--- src/rtl/dp_aux_arbiter.sv ---
`timescale 1ns/1ps
// Source-side AUX controller: round-robin arbitration between two requesters, one
// framed request per transaction, reply collection with DEFER retry, timeout and HPD abort.
module dp_aux_arbiter #(
    parameter int AUX_ADDRESS_WIDTH = 20,
    parameter int AUX_DATA_WIDTH    = 8,
    parameter int TIMEOUT_CYCLES    = 400,
    parameter int MAX_RETRY         = 3
) (
    input  logic                         clk,
    input  logic                         rst,
    input  logic                         hpd_signal,
    input  logic                         req0_valid,
    input  logic [3:0]                   req0_cmd,
    input  logic [AUX_ADDRESS_WIDTH-1:0] req0_addr,
    input  logic [3:0]                   req0_len,
    input  logic [AUX_DATA_WIDTH-1:0]    req0_wr_data,
    output logic                         req0_ready,
    output logic                         req0_wr_pop,
    input  logic                         req1_valid,
    input  logic [3:0]                   req1_cmd,
    input  logic [AUX_ADDRESS_WIDTH-1:0] req1_addr,
    input  logic [3:0]                   req1_len,
    input  logic [AUX_DATA_WIDTH-1:0]    req1_wr_data,
    output logic                         req1_ready,
    output logic                         req1_wr_pop,
    output logic [AUX_DATA_WIDTH-1:0]    aux_out,
    output logic                         aux_start_stop,
    input  logic [AUX_DATA_WIDTH-1:0]    aux_in,
    input  logic                         phy_start_stop,
    output logic                         rsp_id,
    output logic [AUX_DATA_WIDTH-1:0]    rsp_data,
    output logic                         rsp_vld,
    output logic                         rsp_done,
    output logic [1:0]                   rsp_status,
    output logic [4:0]                   rsp_bytes,
    output logic                         busy
);

    localparam int TW = $clog2(TIMEOUT_CYCLES + 1);
    localparam int RW = $clog2(MAX_RETRY + 2);

    localparam logic [1:0] RP_ACK   = 2'b00;
    localparam logic [1:0] RP_DEFER = 2'b10;

    localparam logic [1:0] ST_ACK   = 2'b00;
    localparam logic [1:0] ST_NACK  = 2'b01;
    localparam logic [1:0] ST_DEFER = 2'b10;
    localparam logic [1:0] ST_ABORT = 2'b11;

    typedef enum logic [2:0] {
        S_IDLE,
        S_SEND_HDR,
        S_SEND_DATA,
        S_WAIT_REPLY,
        S_RECV,
        S_DONE
    } state_t;

    state_t state_reg, state_next;

    logic [1:0]                   req_valid;
    logic [3:0]                   cmd_in     [2];
    logic [AUX_ADDRESS_WIDTH-1:0] addr_in    [2];
    logic [3:0]                   len_in     [2];
    logic [AUX_DATA_WIDTH-1:0]    wr_data_in [2];
    logic [1:0]                   ready_vec;
    logic [1:0]                   pop_vec;

    logic                         id_reg;
    logic                         last_reg;
    logic [3:0]                   cmd_reg;
    logic [AUX_ADDRESS_WIDTH-1:0] addr_reg;
    logic [3:0]                   len_reg;
    logic [3:0]                   byte_idx_reg;
    logic [TW-1:0]                tmo_reg;
    logic [RW-1:0]                retry_reg, retry_next;
    logic [1:0]                   status_reg, status_next;
    logic [1:0]                   reply_reg;
    logic [4:0]                   rx_cnt_reg;
    logic [AUX_DATA_WIDTH-1:0]    rsp_data_reg;
    logic                         rsp_vld_reg;

    logic [AUX_DATA_WIDTH-1:0]    wbuf [16];
    logic [AUX_DATA_WIDTH-1:0]    buf_rd_reg;
    logic [3:0]                   buf_rd_addr;
    logic                         wbuf_we;

    logic                         grant;
    logic                         grant_id;
    logic                         first_try;
    logic                         pop_en;
    logic                         deliver;
    logic [AUX_DATA_WIDTH-1:0]    hdr_byte;
    logic [AUX_DATA_WIDTH-1:0]    wr_sel;

    assign req_valid     = {req1_valid, req0_valid};
    assign cmd_in[0]     = req0_cmd;
    assign cmd_in[1]     = req1_cmd;
    assign addr_in[0]    = req0_addr;
    assign addr_in[1]    = req1_addr;
    assign len_in[0]     = req0_len;
    assign len_in[1]     = req1_len;
    assign wr_data_in[0] = req0_wr_data;
    assign wr_data_in[1] = req1_wr_data;

    genvar gi;
    generate
        for (gi = 0; gi < 2; gi++) begin : g_req
            assign ready_vec[gi] = grant && (grant_id == 1'(gi));
            assign pop_vec[gi]   = pop_en && (id_reg == 1'(gi));
        end
    endgenerate

    assign req0_ready  = ready_vec[0];
    assign req1_ready  = ready_vec[1];
    assign req0_wr_pop = pop_vec[0];
    assign req1_wr_pop = pop_vec[1];

    // On a tie the requester that was not served last wins.
    always_comb begin
        grant    = 1'b0;
        grant_id = 1'b0;
        if (!rst && state_reg == S_IDLE && hpd_signal && (|req_valid)) begin
            grant = 1'b1;
            if (&req_valid)
                grant_id = ~last_reg;
            else
                grant_id = req_valid[1];
        end
    end

    assign first_try = (retry_reg == '0);
    assign wr_sel    = wr_data_in[id_reg];

    always_comb begin
        hdr_byte = '0;
        case (byte_idx_reg[1:0])
            2'd0:    hdr_byte = AUX_DATA_WIDTH'({cmd_reg, addr_reg[19:16]});
            2'd1:    hdr_byte = AUX_DATA_WIDTH'(addr_reg[15:8]);
            2'd2:    hdr_byte = AUX_DATA_WIDTH'(addr_reg[7:0]);
            default: hdr_byte = AUX_DATA_WIDTH'({4'b0000, len_reg});
        endcase
    end

    assign deliver = (state_reg == S_RECV) && hpd_signal && phy_start_stop &&
                     (reply_reg == RP_ACK) && cmd_reg[0] &&
                     (rx_cnt_reg < ({1'b0, len_reg} + 5'd1));

    always_ff @(posedge clk) begin
        if (rst)
            state_reg <= S_IDLE;
        else
            state_reg <= state_next;
    end

    always_comb begin
        state_next  = state_reg;
        status_next = status_reg;
        retry_next  = retry_reg;
        case (state_reg)
            S_IDLE: begin
                if (grant) begin
                    state_next  = S_SEND_HDR;
                    status_next = ST_ACK;
                    retry_next  = '0;
                end
            end
            S_SEND_HDR: begin
                if (byte_idx_reg == 4'd3)
                    state_next = cmd_reg[0] ? S_WAIT_REPLY : S_SEND_DATA;
            end
            S_SEND_DATA: begin
                if (byte_idx_reg == len_reg)
                    state_next = S_WAIT_REPLY;
            end
            S_WAIT_REPLY: begin
                if (phy_start_stop) begin
                    state_next = S_RECV;
                end else if (tmo_reg == TW'(TIMEOUT_CYCLES - 1)) begin
                    state_next  = S_DONE;
                    status_next = ST_ABORT;
                end
            end
            S_RECV: begin
                if (!phy_start_stop) begin
                    state_next = S_DONE;
                    if (reply_reg == RP_ACK) begin
                        status_next = ST_ACK;
                    end else if (reply_reg == RP_DEFER) begin
                        if (retry_reg < RW'(MAX_RETRY)) begin
                            retry_next = retry_reg + RW'(1);
                            state_next = S_SEND_HDR;
                        end else begin
                            status_next = ST_DEFER;
                        end
                    end else begin
                        status_next = ST_NACK;
                    end
                end
            end
            S_DONE:  state_next = S_IDLE;
            default: state_next = S_IDLE;
        endcase
        // Losing the sink overrides whatever the active phase decided.
        if (state_reg != S_IDLE && state_reg != S_DONE && !hpd_signal) begin
            state_next  = S_DONE;
            status_next = ST_ABORT;
            retry_next  = retry_reg;
        end
    end

    always_comb begin
        aux_out        = '0;
        aux_start_stop = 1'b0;
        pop_en         = 1'b0;
        wbuf_we        = 1'b0;
        buf_rd_addr    = '0;
        case (state_reg)
            S_SEND_HDR: begin
                if (hpd_signal) begin
                    aux_start_stop = 1'b1;
                    aux_out        = hdr_byte;
                end
            end
            S_SEND_DATA: begin
                // Prefetch the next byte so a retry streams from the buffer without gaps.
                buf_rd_addr = byte_idx_reg + 4'd1;
                if (hpd_signal) begin
                    aux_start_stop = 1'b1;
                    aux_out        = first_try ? wr_sel : buf_rd_reg;
                    pop_en         = first_try;
                    wbuf_we        = first_try;
                end
            end
            default: ;
        endcase
    end

    always_ff @(posedge clk) begin
        if (wbuf_we)
            wbuf[byte_idx_reg] <= wr_sel;
        buf_rd_reg <= wbuf[buf_rd_addr];
    end

    always_ff @(posedge clk) begin
        if (rst) begin
            id_reg       <= 1'b0;
            last_reg     <= 1'b1;
            cmd_reg      <= '0;
            addr_reg     <= '0;
            len_reg      <= '0;
            byte_idx_reg <= '0;
            tmo_reg      <= '0;
            retry_reg    <= '0;
            status_reg   <= '0;
            reply_reg    <= '0;
            rx_cnt_reg   <= '0;
            rsp_data_reg <= '0;
            rsp_vld_reg  <= 1'b0;
        end else begin
            if (grant) begin
                id_reg   <= grant_id;
                cmd_reg  <= cmd_in[grant_id];
                addr_reg <= addr_in[grant_id];
                len_reg  <= len_in[grant_id];
            end
            byte_idx_reg <= (state_next == state_reg &&
                             (state_reg == S_SEND_HDR || state_reg == S_SEND_DATA)) ?
                            byte_idx_reg + 4'd1 : 4'd0;
            tmo_reg      <= (state_reg == S_WAIT_REPLY && state_next == S_WAIT_REPLY) ?
                            tmo_reg + TW'(1) : '0;
            retry_reg    <= retry_next;
            status_reg   <= status_next;
            if (state_reg == S_WAIT_REPLY && phy_start_stop)
                reply_reg <= aux_in[5:4];
            if (grant || (state_reg != S_WAIT_REPLY && state_next == S_WAIT_REPLY))
                rx_cnt_reg <= '0;
            else if (deliver)
                rx_cnt_reg <= rx_cnt_reg + 5'd1;
            rsp_vld_reg <= deliver;
            if (deliver)
                rsp_data_reg <= aux_in;
            if (state_reg == S_DONE)
                last_reg <= id_reg;
        end
    end

    assign rsp_done   = (state_reg == S_DONE);
    assign rsp_status = rsp_done ? status_reg : 2'b00;
    assign rsp_bytes  = rsp_done ? rx_cnt_reg : 5'd0;
    assign rsp_id     = grant ? grant_id : id_reg;
    assign rsp_data   = rsp_data_reg;
    assign rsp_vld    = rsp_vld_reg;
    assign busy       = (state_reg != S_IDLE);

endmodule

--- config.mk ---
export PLATFORM = sky130hd
export DESIGN_NAME = dp_aux_arbiter
export DESIGN_NICKNAME = d
export VERILOG_FILES = /design/src/rtl/dp_aux_arbiter.sv
export SDC_FILE = /design/constraint.sdc
export NUM_CORES = 1
export LEC_CHECK = 0
export ABC_AREA = 1
export CORE_AREA = 2 2 164 150
export CTS_CLUSTER_DIAMETER = 40
export DETAILED_ROUTE_END_ITERATION = 8
export DIE_AREA = 0 0 166 152
export PLACE_DENSITY = 0.64
export SLEW_MARGIN = 10
export SYNTH_ARGS = -nofsm -noshare
export SYNTH_HDL_FRONTEND = slang
export SYNTH_SLANG_ARGS = --single-unit
--- constraint.sdc ---
create_clock -name clk -period 2.3 [get_ports clk]
set_clock_uncertainty 0.05 [all_clocks]
set_input_delay 0.345 -clock clk [delete_from_list [all_inputs] [get_ports clk]]
set_output_delay 0.345 -clock clk [all_outputs]
set_load 0.05 [all_outputs]
Word level (Yosys, flattened, before mapping)
Memory sizes are Yosys's and may differ from the RTL's. A register that Yosys moved wholly into a read port is not among the register bits.
Cells that the tools add are included.

storage, ports and cells
  register bits after elaboration = 67
  latch bits = 0
  memory bits (writable) = 128
  memory bits (read-only) = 0
  word-level logic and storage cells = 151
  memories = 1

memories
  memory  depth  bits a word  rd ports  clocked after memory_dff  write ports  line  source
  wbuf    16     8            1         1                         1            84    logic [AUX_DATA_WIDTH-1:0] wbuf [16];

cells by class
  $add $sub $neg = 5
  multipliers = 0
  divide/modulo/power cells = 0
  magnitude comparators = 4
  equal/unequal tests = 25
  shifts and indexed selects = 0
  muxes and demuxes = 57
  bitwise gates (word level) = 8
  reductions and logical operators = 37

operators with widths
  kind                                                              number
  20-bit 2-to-1 mux                                                 3
  8-bit 2-to-1 mux                                                  6
  3-bit 2-to-1 mux                                                  15
  4-bit 2-to-1 mux                                                  7
  8-bit case mux with 3 select lines                                1
  1-bit logical AND                                                 18
  2-bit 2-to-1 mux                                                  9
  8-bit case mux with 2 select lines                                1
  3-bit case mux with 5 select lines                                1
  1-bit 2-to-1 mux                                                  11
  2-bit OR reduction                                                5
  9-bit by 1-bit adder with 9-bit output (second input constant)    1
  3-bit by 2-bit == test with 1-bit output (second input constant)  3
  9-bit == test (second input constant)                             1
  3-bit by 2-bit != test with 1-bit output (second input constant)  3
  3-bit != test (second input constant)                             3
  7-bit AND reduction                                               1
  3-bit == test (second input constant)                             2
  3-bit zero test                                                   2
  2-bit != test (second input constant)                             3
  1-bit inverter                                                    6
  2-bit case mux with 3 select lines                                1
  3-bit case mux with 2 select lines                                1
  6-bit AND reduction                                               1
  24 further kinds                                                  31

Depth between registers and ports, before layout
Gate-level depths: netlist of the first run.

  word-level depth = 12
  gate-level depth with buffers = 14
  gate-level depth less buffers = 12

Worst setup path after synthesis of the first run
No wires, ideal clock.

  path kind = reg2out
  start = register id_reg
  end = output aux_out[0]
  arrival = 2.284 ns
  required time = 1.905 ns
  path slack = -0.379 ns
  cell stages (with the launch flop) = 8
  buffers on the path = 2
  cells stage by stage = dfxtp_1 > clkbuf_1 > inv_1 > clkbuf_1 > nand2_1 > nand2_1 > nor2_1 > o21ai_0

between the ends
  word-level cells in the longest chain between the ends = 7

RTL lines
  what                                                    line  source
  start, declared                                         70    logic id_reg;
  start signal, assigned                                  263   id_reg <= grant_id;
  1-bit inverter with 2-bit output (not written as such)  134   assign wr_sel = wr_data_in[id_reg];
  8-bit 2-to-1 mux (not written as such) (3 in a row)     134
  via wr_sel[0]                                           95    logic [AUX_DATA_WIDTH-1:0] wr_sel;
  8-bit 2-to-1 mux                                        231   aux_out = first_try ? wr_sel : buf_rd_reg;
  8-bit 2-to-1 mux                                        229   if (hpd_signal) begin
  8-bit case mux with 2 select lines                      219   case (state_reg)
  end, declared                                           27    output logic [AUX_DATA_WIDTH-1:0] aux_out,

The timed path passes the listed nets, and every way through them passes these cells. The select of a mux whose other input is x is not followed.

Worst setup path in the final report of the first run
  start = register byte_idx_reg[0]
  end = output aux_out[5]

between the ends
  word-level cells in the longest chain between the ends = 4

RTL lines
  what                                    line  source
  start, declared                         75    logic [3:0] byte_idx_reg;
  start signal, assigned                  268   byte_idx_reg <= (state_next == state_reg &&
  2-bit == test (tied with other cells)   138   case (byte_idx_reg[1:0])
  8-bit case mux with 3 select lines (*)  138
  8-bit 2-to-1 mux (*)                    221   if (hpd_signal) begin
  8-bit case mux with 2 select lines (*)  219

Every way passes the cells marked *; elsewhere a longest branch is shown, timed or not.

==> summary.md, run 1 <==
| Metric | Value |
|---|---|
| Switching Power | 2.35 mW |
| Final WL | ~26,000 um |
| Pin count of the biggest net entering global routing | 32 |
| CTS tree | done |
| Reg2reg setup slack | between 200 and 300 ps |
| Fin area | 12,600 um2 |
| Relative slew margins | 0.657 |
| # clock sinks | 203 |
| CTS Buf Count | 25 |
| Layout area overhead | 35.4% |
| CTS Hold Bufs | 0 |
| Sequential power share | 0.437 |
| GRT Util Overall | 0.198 |
| DP HPWL | 18,200 um |
| Crit-path cells | buf_6 > ha_4 > buf_6 > a22o_1 > a21oi_2 > o22ai_2 > buf_12 |
| Die Area | 25,200 um2 |
| Area of the multi-input gates | 3560 um2 |
| DR pass1 iterations | 5 |
| CP Buf/Inv Count | 3 |
| Combinational Power Share | 0.137 |
| WP depth | 7 |
| Top cell by count, worst path | buf_6 |
| Post-route antenna net violation count | 0 |
| H-tree levels | 1 |
| Worst Hold Depth | 5 |
| Syn Nets | about 1,100 |
| Flops & latches, synth | 203 |
| Starting Density | 0.392 |
| IO buf count | 117 |
| Area leader, netlist | edfxtp_1 |
| Final Max Tran Viols | 0 |
| Status | complete, but fails checks |
| Fillers | between 2,000 and 2,500 |
| Ys Warns | 0 |
| Initial antenna violation count | 0 |
| Largest stage delay, worst path | 360 ps |
| End of the worst hold path | rsp_vld |
| Reg-to-reg startpoint | len_reg[1] |
| Worst EP arrival | about 2000 ps |
| Row count | 54 |
| Largest register FFs | roughly 130 |
| Share of post-route cells with drive strength above 1 | 0.182 |
| # IOs | approximately 120 |
| Crit Path Class | reg -> out |
| Critical path origin | byte_idx_reg[0] |
| Avg WL per Cell | 16.7 um |
| Max-cap violation count | 0 |
| CP endpoint kind | primary output |
| Worst Hold Class | in -> reg |
| Critical-path maximum fanout | 4 |
| Top-area cell type share of the netlist area | 0.413 |
| Final setup violation count | 5 |
| Synthesized area | between 9000 and 10,000 um2 |
| Switching Share | 0.255 |
| Failing checks | negative setup slack |
| Mean Syn Cell Area | 9.02 um2 |
| Final period util | 1.03 |
| Final worst setup slack | -74.0 ps |
| PD cells | about 730 nW/um2 |
| Worst endpoint required time | 1900 ps |
| Vias | 7,740 |
| Vias in the first global route | 7,484 |
| Clock latency on the worst-skew pair | 530 ps |
| Max Root-Sink Buffers | 3 |
| Routability congestion estimate | 0.862 |
| RSZ-0062 raised after global routing | true |
| Worst Max-Slew Pin Slew | 513 ps |
| Core ar. | ~24,000 um2 |
| First-pass GRT wire length | between 30,000 and 40,000 um |
| Gate count of the mapped netlist | 1,031 |
| DR vias/cell | 5.02 |
| Die H | ~150 um |
| R2r worst-path depth | 10 |
| Internal power | 6.88 mW |
| Synth cell types | 38 |
| # diodes | 0 |
| CP Launch Type | flop |
| Grt total ovfl | 0 |
| Peak VDD IR | between 500 and 600 uV |
| Largest delay share family, worst path | compound AO/OA/AOI/OAI gates |
| Final min period | 2370 ps |
| Die Wd | roughly 170 um |
| DRC viols | 0 |
| Clock power share | 0.426 |
| Hold Vio Cnt, Final | 0 |
| Reg area | 5360 um2 |
| HP Start | hpd_signal |
| Clock slew at reported path FFs | 60 ps |
| Post-placement cell area | 11,400 um2 |
| CTS Root Cell | clkbuf_16 |
| Seq/Total Area, Yosys | 0.575 |
| Fmax | roughly 0.42 GHz |
| Initial DRC Count | 555 |
| Post-layout net count | about 1,300 |
| Critical path's slowest cell | dfxtp_4 |
| Synth area leaders | edfxtp_1 (41%), dfxtp_1 (16%), nand2_1 (11%), nand3_1 (5.2%), nor2_1 (4.6%) |
| Static Leakage | approximately 5.0 nW |
| Reg2reg end | rsp_data[5] |
| Setup_tns | -223 ps |
==> metrics by stage <==
| stage | utilization | instances | total power, mW | hold slack (ps) | setup slack [ps] |
|---|---|---|---|---|---|
| after detailed placement | 0.481 | 1479 | 5.23 | 395 | -92.2 |
| after CTS | 0.522 | 1528 | 9.18 | 307 | -100 |
| after floorplan | - | 1031 | 4.72 | 368 | -64.9 |
| after global placement | 0.481 | 1479 | 5.22 | 387 | -68.1 |
| final | 0.531 | 1541 | 9.23 | 293 | -74.0 |
| after global routing | 0.531 | 1541 | 9.58 | 312 | -107 |
==> cells in the final DEF, fill, tap and decap left out, types with 3 or more instances in the layout <==
| cell | n |
|---|---|
| nand2_1 | 271 |
| o211ai_1 | 39 |
| clkbuf_1 | 4 |
| dfxtp_1 | 68 |
| inv_1 | 67 |
| a21oi_2 | 5 |
| o21ai_1 | 27 |
| buf_6 | 4 |
| nand4_1 | 5 |
| buf_12 | 24 |
| ha_1 | 8 |
| or2_1 | 8 |
| clkinvlp_4 | 3 |
| o21ai_2 | 5 |
| o22ai_2 | 4 |
| nor2_4 | 7 |
| nor2_2 | 3 |
| a21oi_1 | 23 |
| inv_4 | 6 |
| inv_6 | 4 |
| clkinv_2 | 3 |
| dfxtp_4 | 3 |
| inv_2 | 17 |
| nand3_1 | 95 |
| dfxtp_2 | 4 |
| clkdlybuf4s50_1 | 93 |
| clkbuf_16 | 28 |
| ha_4 | 5 |
| nor3_1 | 9 |
| o21ai_0 | 24 |
| nand2_2 | 4 |
| nor2_1 | 111 |
| a22o_1 | 3 |
| xor2_1 | 12 |
| edfxtp_1 | 128 |
| or2_2 | 9 |
| buf_4 | 73 |
| a31oi_1 | 3 |
| xnor2_1 | 4 |
==> power by group through the flow <==
stage                     Combinational [mW]  Clock [mW]  Sequential, mW
after floorplan                        0.640           0            4.08
after global placement                  1.13           0            4.09
after detailed placement                1.14           0            4.09
after CTS                               1.17        3.99            4.02
after global routing                    1.39        4.16            4.04
final                                   1.27        3.93            4.03
==> layout make-up <==
type | count | area share
Clock buffer | 32 | 0.0550
Clock inverter | 14 | 0.0124
Inverter | 91 | 0.0287
Multi-Input combinational cell | 695 | 0.283
Sequential cell | 203 | 0.426
Tap cell | 308 | 0.0306
Timing Repair Buffer | 198 | 0.165
==> cell families (layout without fill, tap and decap cells) <==
| family | count (synthesis) | after routing | share of synthesized area |
|---|---|---|---|
| and+or+nand+nor | 531 | 531 | 0.244 |
| DFF | 203 | 203 | 0.575 |
| AOI/OAI and AO/OA | 134 | 134 | 0.0850 |
| buffers and inverters | 133 | 335 | 0.0615 |
| xor gates and xnor gates | 17 | 17 | 0.0180 |
| adders and majority gates | 13 | 13 | 0.0175 |
==> repair_timing <==
item                       in CTS  in global routing
resized for setup              26                 43
setup buffers                   3                 13
setup endpoints to repair      12                 22
pin swaps                       3                 18
==> tightest hold or removal path, stage by stage <==
cell,delay (ps)
dlymetal6s2s_1,190
nand3_1,110
nor3_1,40
nand3_1,80
nor2_1,40
==> synth_stat cells (all sizes together) <==
cell      n
a21oi    28
a22o      3
a31oi     3
and2      1
buf      29
clkbuf   13
clkinv    1
dfxtp    75
edfxtp  128
ha       13
inv      90
nand2   277
nand3    97
nand4     6
nor2    121
nor3     10
nor3b     2
o211ai   39
o21ai    56
o22ai     4
o31ai     1
or2      17
xnor2     4
xor2     13
==> routing by layer <==
layer,GRT usage,vias to the layer above,wire [um]
met5,0,-,0
met4,0.0489,0,550
met3,0.0339,44,1520
met2,0.323,219,11900
met1,0.276,3657,11800
li1,-,3820,-
==> worst max path at each step <==
stage                     slack [ps]           to
final                            -70   aux_out[5]
after global routing            -110   aux_out[7]
after floorplan                  -60   aux_out[0]
after global placement           -70  wbuf[14][1]
after detailed placement         -90  wbuf[14][3]
after CTS                       -100   aux_out[0]
Power figures use the tool's default switching activity.
==> run 2: changes to the inputs <==
- CORE_AREA: 2 2 164 150 -> 2 2 121 182
- DIE_AREA: 0 0 166 152 -> 0 0 123 184
- PLACE_DENSITY: 0.64 -> 0.7
==> run 2 against run 1 <==
  * The run still ends with negative setup slack left
  * Combinational power barely moved
  * Design area fell by 1.7%
  * Highest routed layer unchanged
  * Global-route usage rose by 3.1 points
  * Count of clock-buffer cells in the layout fell by 7
  * Sequential power barely moved
==> summary.md, run 2 (synthesis gave the netlist of run 1 again) <==
| Metric | Value |
|---|---|
| Most frequent cells in the layout | nand2_1 (270), edfxtp_1 (128), nor2_1 (109) |
| Vias | 7,675 (-0.84%) |
| CP endpoint kind | primary output |
| Fmax | 0.428 GHz (+1.5%) |
| Share of post-route cells with drive strength above 1 | 0.180 (-0.00164) |
| Final setup violation count | 2 (-3) |
| Final WL | 25,700 um (-0.15%) |
| CTS Hold Bufs | 0 (unchanged) |
| Largest register FFs | 128 (unchanged) |
| Clock latency on the worst-skew pair | 490 ps (-40 ps) |
| Final Max Tran Viols | 0 (unchanged) |
| Switching Share | 0.256 (+0.00146) |
| First-pass GRT wire length | 39,800 um (-0.43%) |
| Worst EP arrival | 1940 ps (-40 ps) |
| Failing checks | negative setup slack |
| CTS Buf Count | 20 (-20%) |
| Critical-path maximum fanout | 6 (+2) |
| Critical path's slowest cell | dfxtp_4 |
| DP HPWL | 18,600 um (+2.2%) |
| Die Area | 22,600 um2 (-10%) |
| HP Start | aux_in[7] |
| Final period util | 1.02 (-0.0152) |
| Switching Power | 2.20 mW (-6.4%) |
| Crit Path Class | reg -> out |
| Sequential power share | 0.469 (+0.032) |
| Peak VDD IR | 676 uV (+21%) |
| Combinational Power Share | 0.151 (+0.014) |
| DR vias/cell | 5.15 (+2.6%) |
| Layout area overhead | 33.1% |
| Post-layout net count | 1,307 (-0.46%) |
| Pin count of the biggest net entering global routing | 34 (+6.3%) |
| Reg2reg end | buf_rd_reg[0] |
| Die Wd | 123 um (-26%) |
| Routability congestion estimate | 0.904 (+4.8%) |
| Clock slew at reported path FFs | 70 ps (about the same) |
| Initial DRC Count | 418 (-25%) |
| Setup_tns | -52.7 ps (+170 ps) |
| Largest stage delay, worst path | 420 ps (+60 ps) |
| Post-route antenna net violation count | 0 (unchanged) |
| Internal power | 6.38 mW (-7.2%) |
| PD cells | 693 nW/um2 (-5.4%) |
| Core ar. | 21,000 um2 (-12%) |
| End of the worst hold path | rsp_data[7] |
| Avg WL per Cell | 17.3 um (+3.3%) |
| Largest delay share family, worst path | compound AO/OA/AOI/OAI gates |
| Post-placement cell area | 11,400 um2 (-0.33%) |
| Finished Layout Cells | 1,490 (-3.3%) |
| Die H | 184 um (+21%) |
| Fin area | 12,400 um2 (-1.7%) |
| Place WS | 29.0 ps (+121 ps) |
| CTS Root Cell | clkbuf_16 |
| H-tree levels | 1 (unchanged) |
| Max Root-Sink Buffers | 3 (unchanged) |
| Fillers | 1,755 (-16%) |
| # diodes | 0 (unchanged) |
| Starting Density | 0.443 (+0.0511) |
| GRT Util Overall | 0.229 (+0.0308) |
| Static Leakage | 4.89 nW (-2.1%) |
| Row count | 65 (+20%) |
| Worst Max-Slew Pin Slew | 552 ps (+38.5 ps) |
| Final min period | 2340 ps (-34.9 ps) |
| DR pass1 iterations | 5 (unchanged) |
| Clock power share | 0.380 (-0.046) |
| Initial antenna violation count | 0 (unchanged) |
| RSZ-0062 raised after global routing | true |
| R2r worst-path depth | 10 (unchanged) |
| Reg2reg setup slack | 90 ps (-160 ps) |
| Critical path origin | byte_idx_reg[0] |
| Total power | 8.58 mW (-7.0%) |
| Reg-to-reg startpoint | state_reg[2] |
| # clock sinks | 203 (unchanged) |
| Vias in the first global route | 7,835 (+4.7%) |
| Worst endpoint required time | 1900 ps (about the same) |
| # IOs | 118 (unchanged) |
| Grt total ovfl | 0 (unchanged) |
| Max-cap violation count | 0 (unchanged) |
| Most common cell after layout, fill and taps aside | nand2_1 |
| Inst Count DP | 1,441 (-2.6%) |
| Final worst setup slack | -39.1 ps (+34.9 ps) |
| Worst Hold Class | in -> reg |
| CP Buf/Inv Count | 3 (unchanged) |
| CP Launch Type | flop |
| Crit-path cells | inv_4 > ha_4 > buf_6 > a22o_1 > a21oi_2 > o22ai_2 > buf_12 |
| IO buf count | 117 (unchanged) |
| Relative slew margins | 0.631 (-0.0257) |
| DRC viols | 0 (unchanged) |
| Status | complete, but fails checks |
| Hold Vio Cnt, Final | 0 (unchanged) |
| Worst Hold Depth | 3 (-2) |
| CTS tree | done |
| Area of the multi-input gates | 3620 um2 (+1.7%) |
| Reg area | 5360 um2 (about the same) |
| WP depth | 7 (unchanged) |
run 2: through the flow:
step	util	hold WS, ps
2_1_floorplan	-	368
3_3_place_gp	0.542	383
3_5_place_dp	0.542	390
4_1_cts	0.584	353
5_1_grt	0.590	385
6_report	0.590	360
run 2: how the worst max path moves through the flow:
| stage | slack (ps) | to |
|---|---|---|
| after floorplan | -60 | aux_out[0] |
| after global placement | 20 | aux_out[0] |
| after detailed placement | 30 | aux_out[0] |
| after CTS | -30 | aux_out[6] |
| after global routing | -80 | aux_out[6] |
| final | -40 | aux_out[6] |
run 2: worst reg2reg max path, stage by stage (launching register included):
cell      delay, ps
dfxtp_2         360
inv_4           110
nand3_4         110
buf_4           190
nor2_4          260
inv_2           230
buf_12          210
o211ai_1        250
nand3_1         130
nand3_1         110
nand2_1          90
run 2: timing repair:
action / 4_1_cts / 5_1_grt
gates resized for setup: 49 / 29
hold endpoints to repair: 0 / 0
endpoints found under the setup margin: 12 / 21
setup buffers: 8 / 6
pin swaps: 13 / 14
run 2: routing by layer:
layer  global-route usage  up-vias  part of all wire
met3               0.0292       91             0.045
met1                0.237     3541              0.35
li1                     -     3789                 -
met2                0.431      254              0.55
met5                    0        -                 0
met4                0.135        0             0.061
run 2: area by class of cell:
class / count / share of cell area
clock buffers: 25 / 0.0437
clock inverters: 11 / 0.00960
inverters: 91 / 0.0296
multi-input cells: 695 / 0.293
flip-flops and latches: 203 / 0.433
well taps: 268 / 0.0271
repair buffers: 197 / 0.165
run 2: power groups by stage:
stage	logic (mW)	clock network [mW]	registers (mW)
2_1_floorplan	0.640	0	4.08
3_3_place_gp	1.12	0	4.09
3_5_place_dp	1.13	0	4.09
4_1_cts	1.22	3.30	4.02
5_1_grt	1.40	3.47	4.03
6_report	1.30	3.26	4.03
